**src/rtl/game_pkg.sv**
```systemverilog
// Shared game definitions: state encodings used by the sequencer, timer and display,
// plus the BCD sentinel values.
package game_pkg;

  localparam logic [3:0] TITLE    = 4'd0;
  localparam logic [3:0] STAFF    = 4'd1;
  localparam logic [3:0] STAGE1   = 4'd2;
  localparam logic [3:0] SUCCESS1 = 4'd3;
  localparam logic [3:0] STAGE2   = 4'd4;
  localparam logic [3:0] SUCCESS2 = 4'd5;
  localparam logic [3:0] STAGE3   = 4'd6;
  localparam logic [3:0] SUCCESS3 = 4'd7;
  localparam logic [3:0] FAIL     = 4'd8;

  localparam logic [15:0] BCD_BLANK = 16'hAAAA;
  localparam logic [15:0] BCD_MAX   = 16'h9999;

  function automatic logic is_stage(input logic [3:0] s);
    return (s == STAGE1) || (s == STAGE2) || (s == STAGE3);
  endfunction

endpackage

```
**src/rtl/rise_detect.sv**
```systemverilog
// Rising-edge detector for a synchronous level input; the delay register's reset
// value is selectable so a level held through reset can be made not to fire.
module rise_detect #(
  parameter logic RST_VAL = 1'b1
) (
  input  logic clk,
  input  logic rst_n,
  input  logic d,
  output logic rise
);

  logic d_q;

  always_ff @(posedge clk or negedge rst_n) begin
    if (!rst_n) d_q <= RST_VAL;
    else        d_q <= d;
  end

  assign rise = d & ~d_q;

endmodule

```
**src/rtl/game_flow_ctrl.sv**
```systemverilog
// Game sequencer: title, staff roll, three timed stages with success screens and a
// fail screen; captures each clear time and keeps a per-stage best-time record.
//
// state    | meaning
// TITLE    | waiting for start
// STAFF    | staff roll, auto-advances after STAFF_CYCLES
// STAGEn   | playing stage n, time limit enforced
// SUCCESSn | stage n cleared; 1 and 2 auto-advance after DWELL_CYCLES
// FAIL     | died or ran out of time, start returns to TITLE
// 9..15    | illegal, recovers to TITLE
module game_flow_ctrl
  import game_pkg::*;
#(
  parameter logic [15:0] TIME_LIMIT   = 16'h0300,
  parameter int unsigned DWELL_CYCLES = 200_000_000,
  parameter int unsigned STAFF_CYCLES = 300_000_000
) (
  input  logic        clk,
  input  logic        rst_n,
  input  logic        start,
  input  logic        stage_clear,
  input  logic        player_dead,
  input  logic [15:0] nums,
  output logic [3:0]  state,
  output logic        state_entry,
  output logic [15:0] last_time,
  output logic        new_record
);

  localparam logic [31:0] DWELL_LAST = 32'(DWELL_CYCLES - 1);
  localparam logic [31:0] STAFF_LAST = 32'(STAFF_CYCLES - 1);

  logic        start_rise;
  logic [3:0]  nxt;
  logic        win;
  logic        failed;
  logic        beat;
  logic [31:0] cnt;
  logic [15:0] best [4];

  rise_detect #(.RST_VAL(1'b1)) u_start_rise (
    .clk   (clk),
    .rst_n (rst_n),
    .d     (start),
    .rise  (start_rise)
  );

  // nums is a straight unsigned compare; BCD ordering matches binary ordering
  assign failed = player_dead || (nums >= TIME_LIMIT);
  assign beat   = nums < best[state[2:1]];

  always_comb begin
    nxt = state;
    win = 1'b0;
    case (state)
      TITLE:    if (start_rise) nxt = STAFF;
      STAFF:    if (start_rise || cnt == STAFF_LAST) nxt = STAGE1;
      STAGE1, STAGE2, STAGE3: begin
        if (failed) begin
          nxt = FAIL;
        end else if (stage_clear) begin
          nxt = state + 4'd1;
          win = 1'b1;
        end
      end
      SUCCESS1: if (start_rise || cnt == DWELL_LAST) nxt = STAGE2;
      SUCCESS2: if (start_rise || cnt == DWELL_LAST) nxt = STAGE3;
      SUCCESS3, FAIL: if (start_rise) nxt = TITLE;
      default:  nxt = TITLE;
    endcase
  end

  always_ff @(posedge clk or negedge rst_n) begin
    if (!rst_n) begin
      state       <= TITLE;
      state_entry <= 1'b0;
      cnt         <= '0;
    end else begin
      state       <= nxt;
      state_entry <= (nxt != state);
      if (nxt != state)  cnt <= '0;
      else if (cnt != '1) cnt <= cnt + 32'd1;
    end
  end

  // best[0] is never addressed; stages 1..3 map onto state[2:1]
  always_ff @(posedge clk or negedge rst_n) begin
    if (!rst_n) begin
      last_time  <= 16'h0000;
      new_record <= 1'b0;
      for (int i = 0; i < 4; i++) best[i] <= BCD_MAX;
    end else begin
      if (win) begin
        last_time  <= nums;
        new_record <= beat;
        if (beat) best[state[2:1]] <= nums;
      end else if (nxt != state && is_stage(nxt)) begin
        new_record <= 1'b0;
      end
    end
  end

endmodule
```
**config.mk**
```make
export PLATFORM = sky130hd
export DESIGN_NAME = game_flow_ctrl
export DESIGN_NICKNAME = d
export VERILOG_FILES = /design/src/rtl/game_pkg.sv /design/src/rtl/rise_detect.sv /design/src/rtl/game_flow_ctrl.sv
export SDC_FILE = /design/constraint.sdc
export NUM_CORES = 1
export LEC_CHECK = 0
export ABC_AREA = 1
export CORE_UTILIZATION = 25
export DETAILED_ROUTE_END_ITERATION = 10
export PLACE_DENSITY = 0.37
export SLEW_MARGIN = 15
export SYNTH_ARGS = -nofsm -noshare
export SYNTH_HDL_FRONTEND = slang
export SYNTH_HIERARCHICAL = 1
export SYNTH_SLANG_ARGS = --single-unit
```
**constraint.sdc**
```tcl
create_clock -name clk -period 8.85 [get_ports clk]
set_clock_uncertainty 0.1 [all_clocks]
set_input_delay 1.3275 -clock clk [delete_from_list [all_inputs] [get_ports clk]]
set_output_delay 1.3275 -clock clk [all_outputs]
set_load 0.03 [all_outputs]
```
==> results.sh, run 1 <==
export IMPL_outcome="finished clean"
export IMPL_maxCapViolations=0
export IMPL_cp_max_fo=45
export IMPL_drtIter0Drc=257
export IMPL_power_density_nw_per_um2=195
export IMPL_synth_area_um2=6560
export IMPL_dpl_hpwl_um=11900
export IMPL_final_cells=1162
export IMPL_wire_per_inst_um=15.2
export IMPL_viasPerCell=4.57
export IMPL_setup_violations=0
export IMPL_p_sw_share_pct=31.7
export IMPL_cts_resized=0
export IMPL_postCtsHoldBufs=0
export IMPL_first_pass_iters=4
export IMPL_leakage_uw=0.00353
export IMPL_grt_pass1_vias=5480
export IMPL_clock_sinks=119
export IMPL_tritoncts="yes"
export IMPL_synthXorXnorAreaFrac_pct=2.14
export IMPL_cts_buffers=17
export IMPL_boundaryPins=43
export IMPL_via_count=5311
export IMPL_vdd_ir_drop_max_mv=0.0952
export IMPL_dieHeight_um=164
export IMPL_cts_setup_buffers=0
export IMPL_root_buffer="clkbuf_16"
export IMPL_yosys_area_top_type_share_pct=32.8
export IMPL_grt_total_usage_pct=14.3
export IMPL_syn_num_nets=823
export IMPL_diodes=0
export IMPL_drive_above_1_share_pct=17.5
export IMPL_synth_edf_count=0
export IMPL_cts_clk_slew_worst_paths_ns=0.06
export IMPL_cp_arrival_ns=4.22
export IMPL_antenna_found_initial=0
export IMPL_worst_endpoint_required_ns=9.06
export IMPL_placed_cells=1130
export IMPL_yosys_top_cells_area="dfrtp_1 (33%), dfstp_2 (13%), nand2_1 (13%)"
export IMPL_synth_mux_area_share_pct=1.55
export IMPL_p_seq_share_pct=37.7
export IMPL_place_gp_congestion=0.803
export IMPL_synth_fa_ha_area_share_pct=3.82
export IMPL_overflow=0
export IMPL_critPathLaunchType="primary input"
export IMPL_ys_seq_area_share_pct=46.1
export IMPL_ys_warn_count=6
export IMPL_cts_htree_levels=4
export IMPL_total_power_uw=1530
export IMPL_grt_pass1_wl_um=29600
export IMPL_initial_core_util_pct=25.7
export IMPL_core_area_um2=25500
export IMPL_power_frac_comb_pct=17.4
export IMPL_synth_flop_cell="dfrtp_1"
export IMPL_synth_top_area_cell="dfrtp_1"
export IMPL_hold_path_class="register to register"
export IMPL_ant_nets=0
export IMPL_tightest_slew_ns=0.825
export IMPL_power_switching_uw=484
export IMPL_synthSimpleGateAreaFrac_pct=31.4
export IMPL_portBuffers=42
export IMPL_avgSynthCellArea_um2=8.38
export IMPL_fmax_ghz=0.249
export IMPL_setup_worst_path_end_class="register"
export IMPL_clkLatencyLatePin_ns=0.42
export IMPL_dieArea_um2=26900
export IMPL_synthArstFlopShare_pct=100
export IMPL_tns_ns=0
export IMPL_worstSetupPathType="primary input to register"
export IMPL_synth_compound_area_share_pct=7.44
export IMPL_period_needed_ns=4.01
export IMPL_maxSlewHeadroom_pct=45.0
export IMPL_final_hold_viol_count=0
export IMPL_synth_top_family_by_area="simple AND/OR/NAND/NOR gates"
export IMPL_synth_cells=782
export IMPL_rsz0062_at_grt="no"
export IMPL_finalCritPeriodShare_pct=45.4
export IMPL_syn_to_final_growth_pct=19.3
export IMPL_ys_types=46
export IMPL_nets=860
export IMPL_p_clk_share_pct=44.9
export IMPL_drc=0
export IMPL_fp_row_count=58
export IMPL_grt_max_degree=61
export IMPL_die_w_um=164
export IMPL_routed_wl_um=17600
export IMPL_slew_violations=0
export IMPL_internal_power_uw=1040
export IMPL_synth_seq_cells=119
export IMPL_cts_path_max_buffers=2
[sequential cells by signal (all words and copies together) (netlist names)]
signal            count
state                 4
cnt                  32
new_record            1
u_start_rise/d_q      1
state_entry           1
last_time            16
best                 64
[cells in the mapped netlist (all sizes together), types with 14 or more instances]
master / count
nand4: 49
a21oi: 18
inv: 89
buf: 22
xor2: 14
ha: 20
nor2: 87
a22o: 15
nand3: 30
dfrtp: 86
dfstp: 33
nor3: 22
a221oi: 15
nand2: 241
[worst max-delay path, stage by stage]
cell and delay [ns]:
clkdlybuf4s50_1 0.68, ha_1 0.31, a21oi_1 0.17, nor2_1 0.06, a211oi_1 0.20, o221ai_1 0.28, nor2_8 0.63, nand3_4 0.35
nand2_1 0.15, nand2_1 0.05
[power by group through the flow]
| stage | Combinational (uW) | Clock, uW | Sequential [uW] |
|---|---|---|---|
| 2_1_floorplan | 191 | 0 | 595 |
| 3_3_place_gp | 276 | 0 | 585 |
| 3_5_place_dp | 275 | 0 | 585 |
| 4_1_cts | 276 | 710 | 576 |
| 5_1_grt | 299 | 734 | 577 |
| 6_report | 266 | 686 | 575 |
[metal layers]
metal | track usage, % | vias up | routed length, um
met4 | 4.59 | 0 | 215
met1 | 19.9 | 2569 | 8910
li1 | - | 2644 | -
met5 | 0 | - | 0
met3 | 2.50 | 16 | 539
met2 | 22.2 | 82 | 7960
[layout make-up]
cell class / instances / area [um2]
fillers: 2704 / 17700
repair buffers: 43 / 425
clock buffers: 17 / 425
well taps: 330 / 413
flip-flops and latches: 119 / 3020
inverters: 91 / 343
clock inverters: 15 / 156
multi-input cells: 547 / 3040
[final timing paths]
kind | start | to | slack, ns | cells after the start
worst min register to register | best[27] | best[27] | 0.35 | 2
worst min-delay path | best[27] | best[27] | 0.35 | 2
worst max register to register | state[1] | best[18] | 4.95 | 14
min in group asynchronous | rst_n | cnt[24] | 0.87 | 1
max in group asynchronous | rst_n | best[9] | 6.48 | 2
worst max-delay path | nums[9] | best[18] | 4.84 | 10
[metrics by stage]
step	instance area [um2]	util (%)	hold WS (ns)	worst slack, ns
detailed placement	7240	28.4	0.343	4.36
floorplan	6560	-	0.331	5.75
finish	7820	30.7	0.351	4.84
CTS	7820	30.7	0.353	4.81
global placement	7240	28.4	0.344	4.36
global route	7820	30.7	0.372	4.51
[cell usage in the layout, fill, tap and decap left out, types with 9 or more instances in the layout]
cell type	Yosys	routed
nand2_1	230	230
dfrtp_1	86	86
inv_1	70	70
nor2_1	69	69
nand4_1	48	48
clkdlybuf4s50_1	0	41
dfstp_2	33	33
nand3_1	24	24
ha_1	20	20
inv_2	19	19
clkbuf_16	0	17
a22o_1	15	15
a221oi_1	15	15
nor2_2	14	14
xor2_1	14	14
nor3_1	14	14
a21oi_1	13	13
nand2_2	10	10
mux2_2	9	9
[kinds of logic (layout without fill, tap and decap cells)]
kind of cell    Yosys count  in the layout
flops                   119            119
compound gates           66             66
xor+xnor                 16             16
buf+inv                 116            166
fa+ha+maj                20             20
mux                       9              9
simple gates            436            436
Power figures use the tool's default switching activity.
==> run 2, diff against run 1 <==
PLACE_DENSITY = 0.39   (was 0.37)
clock period = 3.5 ns   (was 8.85 ns; I/O delays follow)
==> run 2 against run 1 <==
Global-route usage rose by 0.55 points. Critical path type is now register to register. Via count is 0.13% higher. Cell count grew 2.6%. Clock power rose to 2.6 times the previous value. Sequential power rose to 2.5 times the previous value. Final area is 3.6% higher. Die area unchanged. Hold slack worse by 0.0039 ns. Power rose to 2.6 times the previous value. Setup slack worse by 4.5 ns. Utilization grew 1.1 points. Register-to-register slack lost 4.6 ns.
==> results.sh, run 2 (synthesis gave the netlist of run 1 again) <==
export IMPL_outcome="finished clean"
export IMPL_final_cell_mix="nand2_1 (230), dfrtp_1 (85), inv_1 (70)"
export IMPL_clock_sinks=119
export IMPL_cts_clk_slew_worst_paths_ns=0.06
export IMPL_grt_pass1_vias=5440
export IMPL_grt_max_degree=61
export IMPL_final_area_um2=8100
export IMPL_cts_htree_levels=4
export IMPL_placed_cell_area_um2=7440
export IMPL_top_regs="best x64, cnt x32, last_time x16"
export IMPL_syn_to_final_growth_pct=23.6
export IMPL_dieArea_um2=26900
export IMPL_grt_total_usage_pct=14.8
export IMPL_period_needed_ns=3.18
export IMPL_top_register="best"
export IMPL_finalCritPeriodShare_pct=90.7
export IMPL_crit_family="simple AND/OR/NAND/NOR gates"
export IMPL_largest_register_ffs=64
export IMPL_wire_per_inst_um=15.5
export IMPL_final_common_cell="nand2_1"
export IMPL_grt_pass1_wl_um=30300
export IMPL_crit_slowest_cell="dfrtp_2"
export IMPL_vdd_ir_drop_max_mv=0.287
export IMPL_portBuffers=42
export IMPL_worst_endpoint_required_ns=3.70
export IMPL_place_gp_congestion=0.809
export IMPL_dieHeight_um=164
export IMPL_diodes=0
export IMPL_via_count=5318
export IMPL_setup_violations=0
export IMPL_cp_arrival_ns=3.38
export IMPL_whs_ns=0.347
export IMPL_postLayoutCoreUtil_pct=31.8
export IMPL_ant_nets=0
export IMPL_tritoncts="yes"
export IMPL_drc=0
export IMPL_root_buffer="clkbuf_16"
export IMPL_slew_violations=0
export IMPL_nets=890
export IMPL_rsz0062_at_grt="no"
export IMPL_critPathLaunchType="register"
export IMPL_fillers=2668
export IMPL_worst_path_buf_inv=2
export IMPL_boundaryPins=43
export IMPL_total_power_uw=3990
export IMPL_drtIter0Drc=368
export IMPL_initial_core_util_pct=25.7
export IMPL_power_density_nw_per_um2=492
export IMPL_cpPeakStageDelay_ns=0.46
export IMPL_multiInputGateArea_um2=3040
export IMPL_first_pass_iters=4
export IMPL_hold_path_class="register to register"
export IMPL_cp_cell_sequence="nand2_1 -> inv_2 -> buf_4 -> a22o_1 -> a221oi_1 -> ha_1 -> nand2_1 -> nor2_1 -> a211oi_1 -> o221ai_1 -> nor2_8 -> nand3_4 -> nand2_1 -> nand2_1"
export IMPL_final_hold_viol_count=0
export IMPL_maxSlewHeadroom_pct=60.5
export IMPL_r2r_slack_ns=0.32
export IMPL_overflow=0
export IMPL_dpl_hpwl_um=12700
export IMPL_clkLatencyLatePin_ns=0.41
export IMPL_fmax_ghz=0.315
export IMPL_cts_buffers=17
export IMPL_cp_max_fo=16
export IMPL_antenna_found_initial=0
export IMPL_cts_path_max_buffers=2
export IMPL_maxCapViolations=0
export IMPL_drive_above_1_share_pct=20.2
export IMPL_tightest_slew_ns=0.592
export IMPL_core_area_um2=25500
export IMPL_tns_ns=0
export IMPL_routed_wl_um=18500
export IMPL_die_w_um=164
export IMPL_leakage_uw=0.00370
export IMPL_viasPerCell=4.46
export IMPL_setup_worst_path_end_class="register"
export IMPL_ff_latch_area_um2=3020
export IMPL_fp_row_count=58
export IMPL_worstSetupPathType="register to register"
export IMPL_path_common_cell="nand2_1"
[run 2: changes by cell type in the layout (fill, tap and decap cells not counted)]
cell           change
buf_12             +3
buf_4             +23
buf_6              +3
clkbuf_1           +2
clkbuf_8           +2
clkinvlp_4         -3
dfrtp_1            -1
dfrtp_2            +1
dlygate4sd3_1      +1
inv_6              -1
[run 2: timing repair]
action | CTS | global route
setup buffers | 0 | 6
hold endpoints to repair | 1 | 0
hold buffers | 1 | 0
resized for setup | 0 | 3
endpoints found under the setup margin | 0 | 49
[run 2: final timing paths]
kind	start	end	cells after the start
min in group asynchronous	rst_n	cnt[15]	2
setup / recovery	state[1]	best[41]	14
hold reg to reg	best[28]	best[28]	2
hold / removal	best[28]	best[28]	2
max in group asynchronous	rst_n	best[39]	3
setup reg to reg	state[1]	best[41]	14
[run 2: final cells by class]
cell class / count / share of cell area [%]
multi-input cells: 547 / 37.5
flip-flops and latches: 119 / 37.3
repair buffers: 73 / 8.66
clock buffers: 21 / 5.68
well taps: 330 / 5.10
inverters: 91 / 4.23
clock inverters: 11 / 1.54
[run 2: tightest hold or removal path: cells and delay by family, from the launching register on]
family | cells | cell delay (ns)
AND/OR/NAND/NOR | 1 | 0.05
flip-flops | 1 | 0.36
buffers and inverters | 1 | 0.03
[run 2: per-layer routing]
layer  global-route usage [%]  vias up  share of wire [%]  wire length (um)
met5                        0        -                  0                 0
met4                     4.12        0               0.84               155
met3                     2.98        9                3.3               606
met2                     22.5       71                 45              8280
met1                     21.2     2527                 51              9440
li1                         -     2711                  -                 -
[run 2: where the power goes]
part / switching [uW] / total [uW] / internal, uW
Combinational: 524 / 782 / 258
Clock: 669 / 1750 / 1080
Sequential: 41.0 / 1450 / 1410
[run 2: through the flow]
stage,cells,worst slack (ns)
2_1_floorplan,782,0.395
3_3_place_gp,1153,0.258
3_5_place_dp,1153,0.199
4_1_cts,1186,0.161
5_1_grt,1192,0.0583
6_report,1192,0.325
